`src/rtl/hit_resolver_if.sv`:
```
// Handshake bundle between the intersection stage, the closest-hit resolver
// and the reflection/refraction stage. The resolver is the slave side.
interface hit_resolver_if #(
    parameter int WIDTH = 32,
    parameter int IDX_W = 8
);
    logic                   ray_valid;
    logic                   ray_ready;
    logic [3*WIDTH-1:0]     ray_start;
    logic [3*WIDTH-1:0]     ray_dir;

    logic                   res_valid;
    logic                   res_ready;
    logic [1:0]             res_code;
    logic [WIDTH-1:0]       res_t;
    logic [IDX_W-1:0]       res_idx;
    logic                   res_last;

    logic                   hit_valid;
    logic                   hit_ready;
    logic                   hit_found;
    logic [IDX_W-1:0]       hit_idx;
    logic [WIDTH-1:0]       hit_t;
    logic [3*WIDTH-1:0]     hit_point;
    logic [3*WIDTH-1:0]     hit_dir;

    modport master (
        output ray_valid, ray_start, ray_dir,
        output res_valid, res_code, res_t, res_idx, res_last,
        output hit_ready,
        input  ray_ready, res_ready,
        input  hit_valid, hit_found, hit_idx, hit_t, hit_point, hit_dir
    );

    modport slave (
        input  ray_valid, ray_start, ray_dir,
        input  res_valid, res_code, res_t, res_idx, res_last,
        input  hit_ready,
        output ray_ready, res_ready,
        output hit_valid, hit_found, hit_idx, hit_t, hit_point, hit_dir
    );
endinterface

```
`src/rtl/hit_resolver.sv`:
```
// Closest-hit resolver: accepts a ray, scans its intersection results for the
// nearest valid hit, then computes start + t*dir one axis at a time on a
// single shared fixed-point multiplier and offers one record downstream.
//
// state   | meaning
// --------+------------------------------------------------------------
// IDLE    | waiting for a ray (ray_ready high once out of reset)
// COLLECT | accepting results, tracking nearest hit
// MUL_X   | point.x <= start.x + t*dir.x
// MUL_Y   | point.y <= start.y + t*dir.y
// MUL_Z   | point.z <= start.z + t*dir.z
// OUT     | record offered, held stable until hit_ready
module hit_resolver #(
    parameter int WIDTH = 32,
    parameter int FRAC  = 16,
    parameter int IDX_W = 8
) (
    input  logic           clk,
    input  logic           rst,
    hit_resolver_if.slave  bus
);

    typedef enum logic [2:0] {IDLE, COLLECT, MUL_X, MUL_Y, MUL_Z, OUT} state_t;

    state_t                   state;
    logic                     ray_ready_q;
    logic                     res_ready_q;
    logic                     hit_valid_q;
    logic                     found;
    logic signed [WIDTH-1:0]  best_t;
    logic [IDX_W-1:0]         best_idx;
    logic [3*WIDTH-1:0]       point;
    logic [3*WIDTH-1:0]       dir_q;

    logic signed [WIDTH-1:0]   mul_b;
    logic signed [2*WIDTH-1:0] prod;
    logic signed [WIDTH-1:0]   mul_q;
    logic                      res_hit;
    logic                      res_better;

    // Select the direction component for the axis being resolved.
    always_comb begin
        mul_b = dir_q[2*WIDTH +: WIDTH];
        case (state)
            MUL_Y:   mul_b = dir_q[WIDTH +: WIDTH];
            MUL_Z:   mul_b = dir_q[0 +: WIDTH];
            default: mul_b = dir_q[2*WIDTH +: WIDTH];
        endcase
    end

    // Shared multiplier; arithmetic shift floors, then wrap to WIDTH bits.
    assign prod  = best_t * mul_b;
    assign mul_q = WIDTH'(prod >>> FRAC);

    assign res_hit    = (bus.res_code == 2'b10);
    assign res_better = res_hit && (!found || ($signed(bus.res_t) < best_t));

    // Sequencer: all outputs registered. point is preloaded with the ray
    // origin, so each MUL state adds its product in place and a no-hit
    // record naturally reports the origin.
    always_ff @(posedge clk) begin
        if (rst) begin
            state       <= IDLE;
            ray_ready_q <= 1'b0;
            res_ready_q <= 1'b0;
            hit_valid_q <= 1'b0;
            found       <= 1'b0;
            best_t      <= '0;
            best_idx    <= '0;
            point       <= '0;
            dir_q       <= '0;
        end else begin
            case (state)
                IDLE: begin
                    ray_ready_q <= 1'b1;
                    if (ray_ready_q && bus.ray_valid) begin
                        ray_ready_q <= 1'b0;
                        res_ready_q <= 1'b1;
                        point       <= bus.ray_start;
                        dir_q       <= bus.ray_dir;
                        found       <= 1'b0;
                        best_t      <= '0;
                        best_idx    <= '0;
                        state       <= COLLECT;
                    end
                end
                COLLECT: begin
                    if (bus.res_valid) begin
                        if (res_better) begin
                            best_t   <= $signed(bus.res_t);
                            best_idx <= bus.res_idx;
                            found    <= 1'b1;
                        end
                        if (bus.res_last) begin
                            res_ready_q <= 1'b0;
                            if (found || res_hit) begin
                                state <= MUL_X;
                            end else begin
                                hit_valid_q <= 1'b1;
                                state       <= OUT;
                            end
                        end
                    end
                end
                MUL_X: begin
                    point[2*WIDTH +: WIDTH] <= point[2*WIDTH +: WIDTH] + mul_q;
                    state <= MUL_Y;
                end
                MUL_Y: begin
                    point[WIDTH +: WIDTH] <= point[WIDTH +: WIDTH] + mul_q;
                    state <= MUL_Z;
                end
                MUL_Z: begin
                    point[0 +: WIDTH] <= point[0 +: WIDTH] + mul_q;
                    hit_valid_q <= 1'b1;
                    state       <= OUT;
                end
                OUT: begin
                    if (bus.hit_ready) begin
                        hit_valid_q <= 1'b0;
                        ray_ready_q <= 1'b1;
                        state       <= IDLE;
                    end
                end
                default: state <= IDLE;
            endcase
        end
    end

    assign bus.ray_ready = ray_ready_q;
    assign bus.res_ready = res_ready_q;
    assign bus.hit_valid = hit_valid_q;
    assign bus.hit_found = found;
    assign bus.hit_idx   = best_idx;
    assign bus.hit_t     = best_t;
    assign bus.hit_point = point;
    assign bus.hit_dir   = dir_q;

endmodule

```
`src/flat_wrapper.sv`:
```
// flat-port wrapper written by rule: the top's interface ports become plain ports
module hit_resolver_flat 
#(
    parameter int WIDTH = 32,
    parameter int FRAC  = 16,
    parameter int IDX_W = 8
)
  (clk, rst, bus_ray_valid, bus_ray_start, bus_ray_dir, bus_res_valid, bus_res_code, bus_res_t, bus_res_idx, bus_res_last, bus_hit_ready, bus_ray_ready, bus_res_ready, bus_hit_valid, bus_hit_found, bus_hit_idx, bus_hit_t, bus_hit_point, bus_hit_dir);
  hit_resolver_if #(.WIDTH(WIDTH), .IDX_W(IDX_W)) bus_i ();
  input  logic clk;
  input  logic rst;
  input wire logic [$bits(bus_i.ray_valid)-1:0] bus_ray_valid;
  input wire logic [$bits(bus_i.ray_start)-1:0] bus_ray_start;
  input wire logic [$bits(bus_i.ray_dir)-1:0] bus_ray_dir;
  input wire logic [$bits(bus_i.res_valid)-1:0] bus_res_valid;
  input wire logic [$bits(bus_i.res_code)-1:0] bus_res_code;
  input wire logic [$bits(bus_i.res_t)-1:0] bus_res_t;
  input wire logic [$bits(bus_i.res_idx)-1:0] bus_res_idx;
  input wire logic [$bits(bus_i.res_last)-1:0] bus_res_last;
  input wire logic [$bits(bus_i.hit_ready)-1:0] bus_hit_ready;
  output wire logic [$bits(bus_i.ray_ready)-1:0] bus_ray_ready;
  output wire logic [$bits(bus_i.res_ready)-1:0] bus_res_ready;
  output wire logic [$bits(bus_i.hit_valid)-1:0] bus_hit_valid;
  output wire logic [$bits(bus_i.hit_found)-1:0] bus_hit_found;
  output wire logic [$bits(bus_i.hit_idx)-1:0] bus_hit_idx;
  output wire logic [$bits(bus_i.hit_t)-1:0] bus_hit_t;
  output wire logic [$bits(bus_i.hit_point)-1:0] bus_hit_point;
  output wire logic [$bits(bus_i.hit_dir)-1:0] bus_hit_dir;
  assign bus_i.ray_valid = bus_ray_valid;
  assign bus_i.ray_start = bus_ray_start;
  assign bus_i.ray_dir = bus_ray_dir;
  assign bus_i.res_valid = bus_res_valid;
  assign bus_i.res_code = bus_res_code;
  assign bus_i.res_t = bus_res_t;
  assign bus_i.res_idx = bus_res_idx;
  assign bus_i.res_last = bus_res_last;
  assign bus_i.hit_ready = bus_hit_ready;
  assign bus_ray_ready = bus_i.ray_ready;
  assign bus_res_ready = bus_i.res_ready;
  assign bus_hit_valid = bus_i.hit_valid;
  assign bus_hit_found = bus_i.hit_found;
  assign bus_hit_idx = bus_i.hit_idx;
  assign bus_hit_t = bus_i.hit_t;
  assign bus_hit_point = bus_i.hit_point;
  assign bus_hit_dir = bus_i.hit_dir;
  hit_resolver #(.WIDTH(WIDTH), .FRAC(FRAC), .IDX_W(IDX_W)) u_core (.clk(clk), .rst(rst), .bus(bus_i));
endmodule
```
`config.mk`:
```
export PLATFORM = sky130hd
export DESIGN_NAME = hit_resolver_flat
export DESIGN_NICKNAME = d
export VERILOG_FILES = /design/src/rtl/hit_resolver_if.sv /design/src/rtl/hit_resolver.sv /design/src/flat_wrapper.sv
export SDC_FILE = /design/constraint.sdc
export NUM_CORES = 2
export LEC_CHECK = 0
export ABC_AREA = 0
export BUFFER_PORTS_ARGS = -buffer_cell sky130_fd_sc_hd__buf_4
export CAP_MARGIN = 20
export CORE_MARGIN = 2
export CORE_UTILIZATION = 50
export DETAILED_ROUTE_END_ITERATION = 8
export PLACE_DENSITY = 0.7
export SYNTH_ARGS = -nofsm -noshare
export SYNTH_HDL_FRONTEND = slang
export SYNTH_SLANG_ARGS = --single-unit
export TNS_END_PERCENT = 50
```
`constraint.sdc`:
```
create_clock -name clk -period 27 [get_ports clk]
set_clock_uncertainty 0.1 [all_clocks]
set_input_delay 0 -clock clk [delete_from_list [all_inputs] [get_ports clk]]
set_output_delay 0 -clock clk [all_outputs]
set_load 0.05 [all_outputs]
```
After elaboration in Yosys (flattened, before gate mapping)
Cells that the tools add are included.
{"block": "word_totals", "regBits": 239, "out_inout_bits": 236, "word_cells": 84}
{"block": "op_classes", "addsub": 3, "multipliers": 1, "n_lt_le_gt_ge": 1, "eq_ne": 12, "muxes": 35, "n_reduce_logical": 21}
{"op": "$pmux 32 s2", "count": 5}
{"op": "$add 32x32->32", "count": 3}
{"op": "$mux 32", "count": 3}
{"op": "$mux 96", "count": 1}
{"op": "$mul 32x32->48", "count": 1}
{"op": "$lt 32x32->1", "count": 1}
{"op": "$mux 8", "count": 3}
{"op": "$pmux 3 s6", "count": 1}
{"op": "$pmux 8 s2", "count": 1}
{"op": "$mux 3", "count": 5}
{"op": "$mux 1", "count": 12}
{"op": "$reduce_and 4->1", "count": 3}
{"op": "$reduce_and 2->1", "count": 5}
{"op": "$reduce_bool 2->1", "count": 5}
{"op": "$ne 2x2->1 const B", "count": 4}
{"op": "$eq 3x2->1 const B", "count": 2}
{"op": "$eq 3x3->1 const B", "count": 2}
{"op": "$pmux 1 s2", "count": 3}
{"op": "$reduce_and 5->1", "count": 1}
{"op": "$ne 2x1->1 const B", "count": 2}
{"op": "$eq 3x1->1 const B", "count": 1}
{"op": "$logic_not 3->1", "count": 1}
{"op": "$pmux 1 s3", "count": 1}
{"op": "$reduce_bool 3->1", "count": 1}
{"op": "other kinds (4)", "count": 6}

Longest topological paths before layout
{"block": "logic_depth", "ltp_word": 6, "mapped_depth": 47}

Worst setup path after synthesis
OpenSTA, ideal clock, no wires.
{"block": "synth_timing", "path_type": "register to register", "start": "register u_core.state[1]", "end": "register u_core.point[31] (netlist: u_core.bus.hit_point[31])", "setup_ps": 70, "arrival_time_ps": 10296, "path_slack_ps": 16534, "stages_incl_launch_ff": 44, "cell_sequence": "dfxtp_1 > buf_6 > or3b_4 > buf_6 > buf_2 > clkbuf_1 > a31oi_1 > clkbuf_1 > and2_1 > fa_1 > fa_1 > inv_1 > fa_1 > fa_1 > inv_1 > ha_1 > ha_1 > fa_1 > (+8 left out) > o41ai_4 > a21oi_2 > o31a_1 > o2111ai_2 > a31oi_1 > o21ai_0 > xor2_1 > ha_1 > a21o_1 > a211o_1 > nor3_1 > o21ai_0 > a31oi_1 > nor2_1 > a31oi_1 > o21ai_0 > xnor3_1 > a21oi_1"}
{"block": "synth_via", "elab_chain_cells": 5, "word_cells_on_any_way": 10}
{"item": "from (decl)", "line_no": "hit_resolver.sv:25", "source": "state_t state;"}
{"item": "from (signal assigned)", "line_no": "hit_resolver.sv:63", "source": "state <= IDLE;"}
{"item": "from (signal assigned)", "line_no": "hit_resolver.sv:84", "source": "state <= COLLECT;"}
{"item": "from (signal assigned)", "line_no": "hit_resolver.sv:97", "source": "state <= MUL_X;"}
{"item": "$eq 3x3->1 / $eq 3x2->1 (equally long branches)", "line_no": "hit_resolver.sv:44, hit_resolver.sv:73"}
{"item": "$pmux 32 s2", "line_no": "hit_resolver.sv:44", "source": "case (state)"}
{"item": "$mul 32x32->48", "line_no": "hit_resolver.sv:52", "source": "assign prod = best_t * mul_b;"}
{"item": "$add 32x32->32", "line_no": "hit_resolver.sv:114", "source": "point[0 +: WIDTH] <= point[0 +: WIDTH] + mul_q;"}
{"item": "$pmux 32 s2", "line_no": "hit_resolver.sv:73", "source": "case (state)"}
{"item": "to (signal assigned)", "line_no": "hit_resolver.sv:79", "source": "point <= bus.ray_start;"}
{"item": "to (signal, indexed assignment)", "line_no": "hit_resolver.sv:110", "source": "point[WIDTH +: WIDTH] <= point[WIDTH +: WIDTH] + mul_q;"}
{"item": "to (signal, indexed assignment)", "line_no": "hit_resolver.sv:114"}
{"item": "to (decl)", "line_no": "hit_resolver.sv:32", "source": "logic [3*WIDTH-1:0] point;"}
Parallel ways exist; a longest one is shown, timed or not.
A chain may end at the register's enable or synchronous reset.

Worst setup path after layout
{"block": "layout_timing", "start": "register u_core.state[0]", "end": "register u_core.point[28] (netlist: u_core.bus.hit_point[28])"}
The elaborated chain is that of the path after synthesis.

==> PnR_summary.wiki <==
{| class="wikitable"
! Metric !! Value
|-
| Final period utilization || 0.4944
|-
| Sum of negative setup slack || 0 ns
|-
| Proportion of synthesized area in mux cells || 0.009110
|-
| RSZ-0062 raised after global routing || false
|-
| Cell with the biggest individual delay on the critical path || sky130_fd_sc_hd__and3b_2
|-
| Total DRC errors in the routed layout || 0
|-
| Vias in the first global route || ~41k
|-
| Via Count || just under 40k
|-
| Die Height || roughly 300 um
|-
| Minimum clock period after layout || around 13 ns
|-
| Post-route standard cell area excluding fillers || roughly 53000 um^2
|-
| Row count || 108
|-
| CTS Buffer Depth || 3
|-
| Total power per unit cell area || about 26 nW/um^2
|-
| Placed instance area || a little under 50000 um^2
|-
| Synth top area share || 0.3831
|-
| Fraction of registers with async set or reset after synthesis || 0
|-
| Critical Path Sink Type || flip-flop
|-
| Final setup fails || 0
|-
| Data arrival time of the critical path || roughly 14 ns
|-
| Area share of xor/xnor cells in the synthesized design || 0.03200
|-
| Largest stage delay, worst path || 0.92 ns
|-
| Most frequent CP cell || sky130_fd_sc_hd__fa_1
|-
| Pin count of the biggest net entering global routing || between 90 and 100
|-
| Horizontal die dimension || 300.5 um
|-
| Number of DRC violations after detailed-routing iteration 0 || about 2.9k
|-
| Global-route wire length before repair || approximately 240000 um
|-
| Clock latency on the worst-skew pair || roughly 0.64 ns
|-
| Die outline area || between 90000 and 100000 um^2
|-
| Number of sinks on the clock net || 239
|-
| Area fraction in compound gates after synthesis || 0.09699
|-
| Area of the placeable core || slightly below 90000 um^2
|-
| H-tree lvl count || 1
|-
| Worst setup timing slack at the placement stage || between 10 and 15 ns
|-
| Fraction of final layout cells sized beyond drive strength 1 || 0.1182
|-
| Maximum clock frequency || 0.07492 GHz
|-
| Initial antenna violation count || 8
|-
| Top routing layer in use || met5
|-
| Status || complete, no violations
|-
| Footprint of the multi-input gates || roughly 35000 um^2
|-
| Post-synthesis cell area || 43950 um^2
|-
| Clock transition at path regs || about 0.070 ns
|-
| Worst rel slew slack || 0.2262
|-
| Post-synthesis sequential area ratio || 0.1089
|-
| Leakage power || roughly 26 nW
|-
| Drt first pass iters || 6
|-
| Min Hold Slack || 0.06832 ns
|-
| Nets || 7054
|-
| Initial cell density of the core || 0.5058
|-
| Total congestion overflow || 0
|-
| Number of clock buffers inserted by TritonCTS || 29
|-
| Weighted congestion reported at the end of routability-driven placement || around 0.95
|-
| Post-Layout Cell Count || between 6k and 7k
|-
| Total detailed-routing wirelength || between 150000 and 200000 um
|-
| Yosys top cell by area || sky130_fd_sc_hd__fa_1
|-
| Library cell used as clock root buffer || sky130_fd_sc_hd__clkbuf_16
|-
| Commonest cells in the synthesized netlist || sky130_fd_sc_hd__nand2_1, sky130_fd_sc_hd__inv_1, sky130_fd_sc_hd__fa_1, sky130_fd_sc_hd__and2_1, sky130_fd_sc_hd__ha_1
|-
| Startpoint kind of the worst setup timing path || flip-flop
|-
| Data required time of the critical path || between 20 and 30 ns
|-
| Storage element area || between 4000 and 5000 um^2
|-
| Warning count from the yosys run || 0
|-
| Buf/Inv on CP || 6
|-
| Number of fill cells || about 7.5k
|-
| Final hold violations || 0
|-
| Total of flip-flops plus latches after synthesis || around 240
|-
| Post-synth top flop || sky130_fd_sc_hd__dfxtp_1
|-
| Fraction of the mapped netlist area in adder cells || 0.4690
|-
| Combinational family with the most area after synthesis || adder cells
|-
| Number of instances in the placed design || approximately 6.5k
|-
| Per-instance average area after synthesis || 8.620 um^2
|-
| Cell with the most instances after synthesis || sky130_fd_sc_hd__nand2_1
|-
| Amount of wire on met2 after detailed routing || approximately 70000 um
|-
| Maximum fanout along the worst path || 33
|-
| Share of the core filled with cells || 0.6049
|-
| Area Growth Syn to Fin || 19.58%
|-
| Number of max-cap violations || 0
|-
| Critical Setup Path Class || reg2reg
|-
| Detailed placer's ending HPWL || 116800 um
|-
| Routed metal-1 wirelength || ~59000 um
|-
| Gate count of the mapped netlist || 5099
|-
| Cell variety after synth || 76
|-
| Hold/Removal Path Class || in2reg
|-
| VDD IR max || ~50 uV
|-
| Met3 wire len || 14440 um
|-
| Simple-gate share of the synthesized area || 0.1845
|-
| Final Worst Setup Slack || around 14 ns
|-
| Number of buffers inserted to repair setup after CTS || 0
|-
| I/O pins || ~480
|-
| Number of nets still failing antenna checks after routing || 0
|-
| WL/cell || between 20 and 25 um
|-
| Detailed-route vias per instance || 5.626
|-
| Number of slew-limit violations in the final report || 0
|-
| Transition time of the tightest slew-check pin || between 1 and 1.5 ns
|-
| Top area cells in the synthesized netlist || sky130_fd_sc_hd__fa_1, sky130_fd_sc_hd__dfxtp_1, sky130_fd_sc_hd__ha_1, sky130_fd_sc_hd__nand2_1, sky130_fd_sc_hd__inv_1
|-
| Power consumption || roughly 1.4 mW
|-
| Post-synth net total || about 6.5k
|-
| Port Buf Inserts || between 400 and 500
|-
| TritonCTS clock tree || done
|-
| EDFF count, synth || 0
|-
| GRT Util Overall || 0.3410
|-
| Cell class contributing the biggest share of worst-path delay || compound AO/OA/AOI/OAI gates
|}
==> state kept, by name, indices dropped and copies added (netlist names) <==
name and count:
u_core.bus.hit_dir 96, u_core.bus.hit_point 96, u_core.bus.hit_t 32, u_core.bus.hit_idx 8
u_core.state 3, u_core.bus.hit_found 1, u_core.bus.hit_valid 1, u_core.bus.ray_ready 1
u_core.bus.res_ready 1
==> what timing repair did <==
item / CTS / global route
hold buffers: 275 / 0
gates resized for setup: 0 / 0
endpoints found under the hold margin: 239 / 0
==> worst reg2reg max path, delay by kind of cell (launching register included) <==
family	cells	cell delay, ns
adders and majority gates	10	4.03
and+or+nand+nor	7	1.86
AOI/OAI and AO/OA	12	4.92
xor gates and xnor gates	2	0.62
DFF	1	0.90
buffers and inverters	6	0.84
==> layout by cell type, fill, tap and decap left out, drive strengths merged, types with 7 or more instances in the layout <==
cell type    Yosys  routed
nand2          917     917
inv            861     863
fa             841     841
buf             26     556
and2           468     468
ha             302     302
dlygate4sd3      0     275
dfxtp          239     239
a21oi          237     237
nor2           155     155
xnor2          104     104
a311oi          74      74
o21ai           74      74
a21o            69      69
a31oi           62      62
mux2i           40      40
nand3           39      39
clkbuf         265      38
xor2            35      35
nor3            33      33
a211oi          20      20
nand4           19      19
o21bai          18      18
and3            17      17
nand2b          17      17
nor2b           16      16
o22ai           14      14
o21a            13      13
or2             11      11
a221oi          10      10
or3b            10      10
or3              9       9
a22oi            8       8
clkinv           0       8
o31ai            7       7
xnor3            7       7
==> final timing paths <==
check	to	start	slack, ns	cells past startpoint
min	u_core.bus.hit_dir[85]	bus_ray_dir[85]	0.07	4
min reg2reg	u_core.bus.hit_dir[31]	u_core.bus.hit_dir[31]	0.37	2
max reg2reg	u_core.bus.hit_point[28]	u_core.state[0]	13.65	37
max	u_core.bus.hit_point[28]	u_core.state[0]	13.65	37
==> area by class of cell <==
class / instances / share of cell area
clock inverters: 16 / 0.004499
well taps: 1155 / 0.02750
repair buffers: 832 / 0.1326
multi-input cells: 3708 / 0.6675
diodes: 3 / 0.0001428
flip-flops and latches: 239 / 0.09108
clock buffers: 38 / 0.01521
inverters: 861 / 0.06149
==> where the power goes <==
group | leakage (nW) | total (mW) | switching, mW | internal (mW)
clock network | 0.510 | 0.445 | 0.188 | 0.258
registers | 1.94 | 0.412 | 0.0371 | 0.375
logic | 23.8 | 0.522 | 0.340 | 0.182
==> metal layers <==
metal / global-route usage / up-vias
met3: 0.07316 / 352
met1: 0.4402 / 19460
met5: 0 / -
met4: 0.1406 / 4
li1: - / 16930
met2: 0.5575 / 1808
==> logic make-up (layout without fill, tap and decap cells) <==
| group | after synthesis | count (layout) |
|---|---|---|
| compound gates | 651 | 651 |
| xor+xnor | 147 | 147 |
| fa+ha+maj | 1143 | 1143 |
| buf+inv | 1152 | 1747 |
| flops | 239 | 239 |
| mux | 40 | 40 |
| other cells | 0 | 3 |
| simple gates | 1727 | 1727 |
No activity file was read; power rests on OpenSTA's default activity.
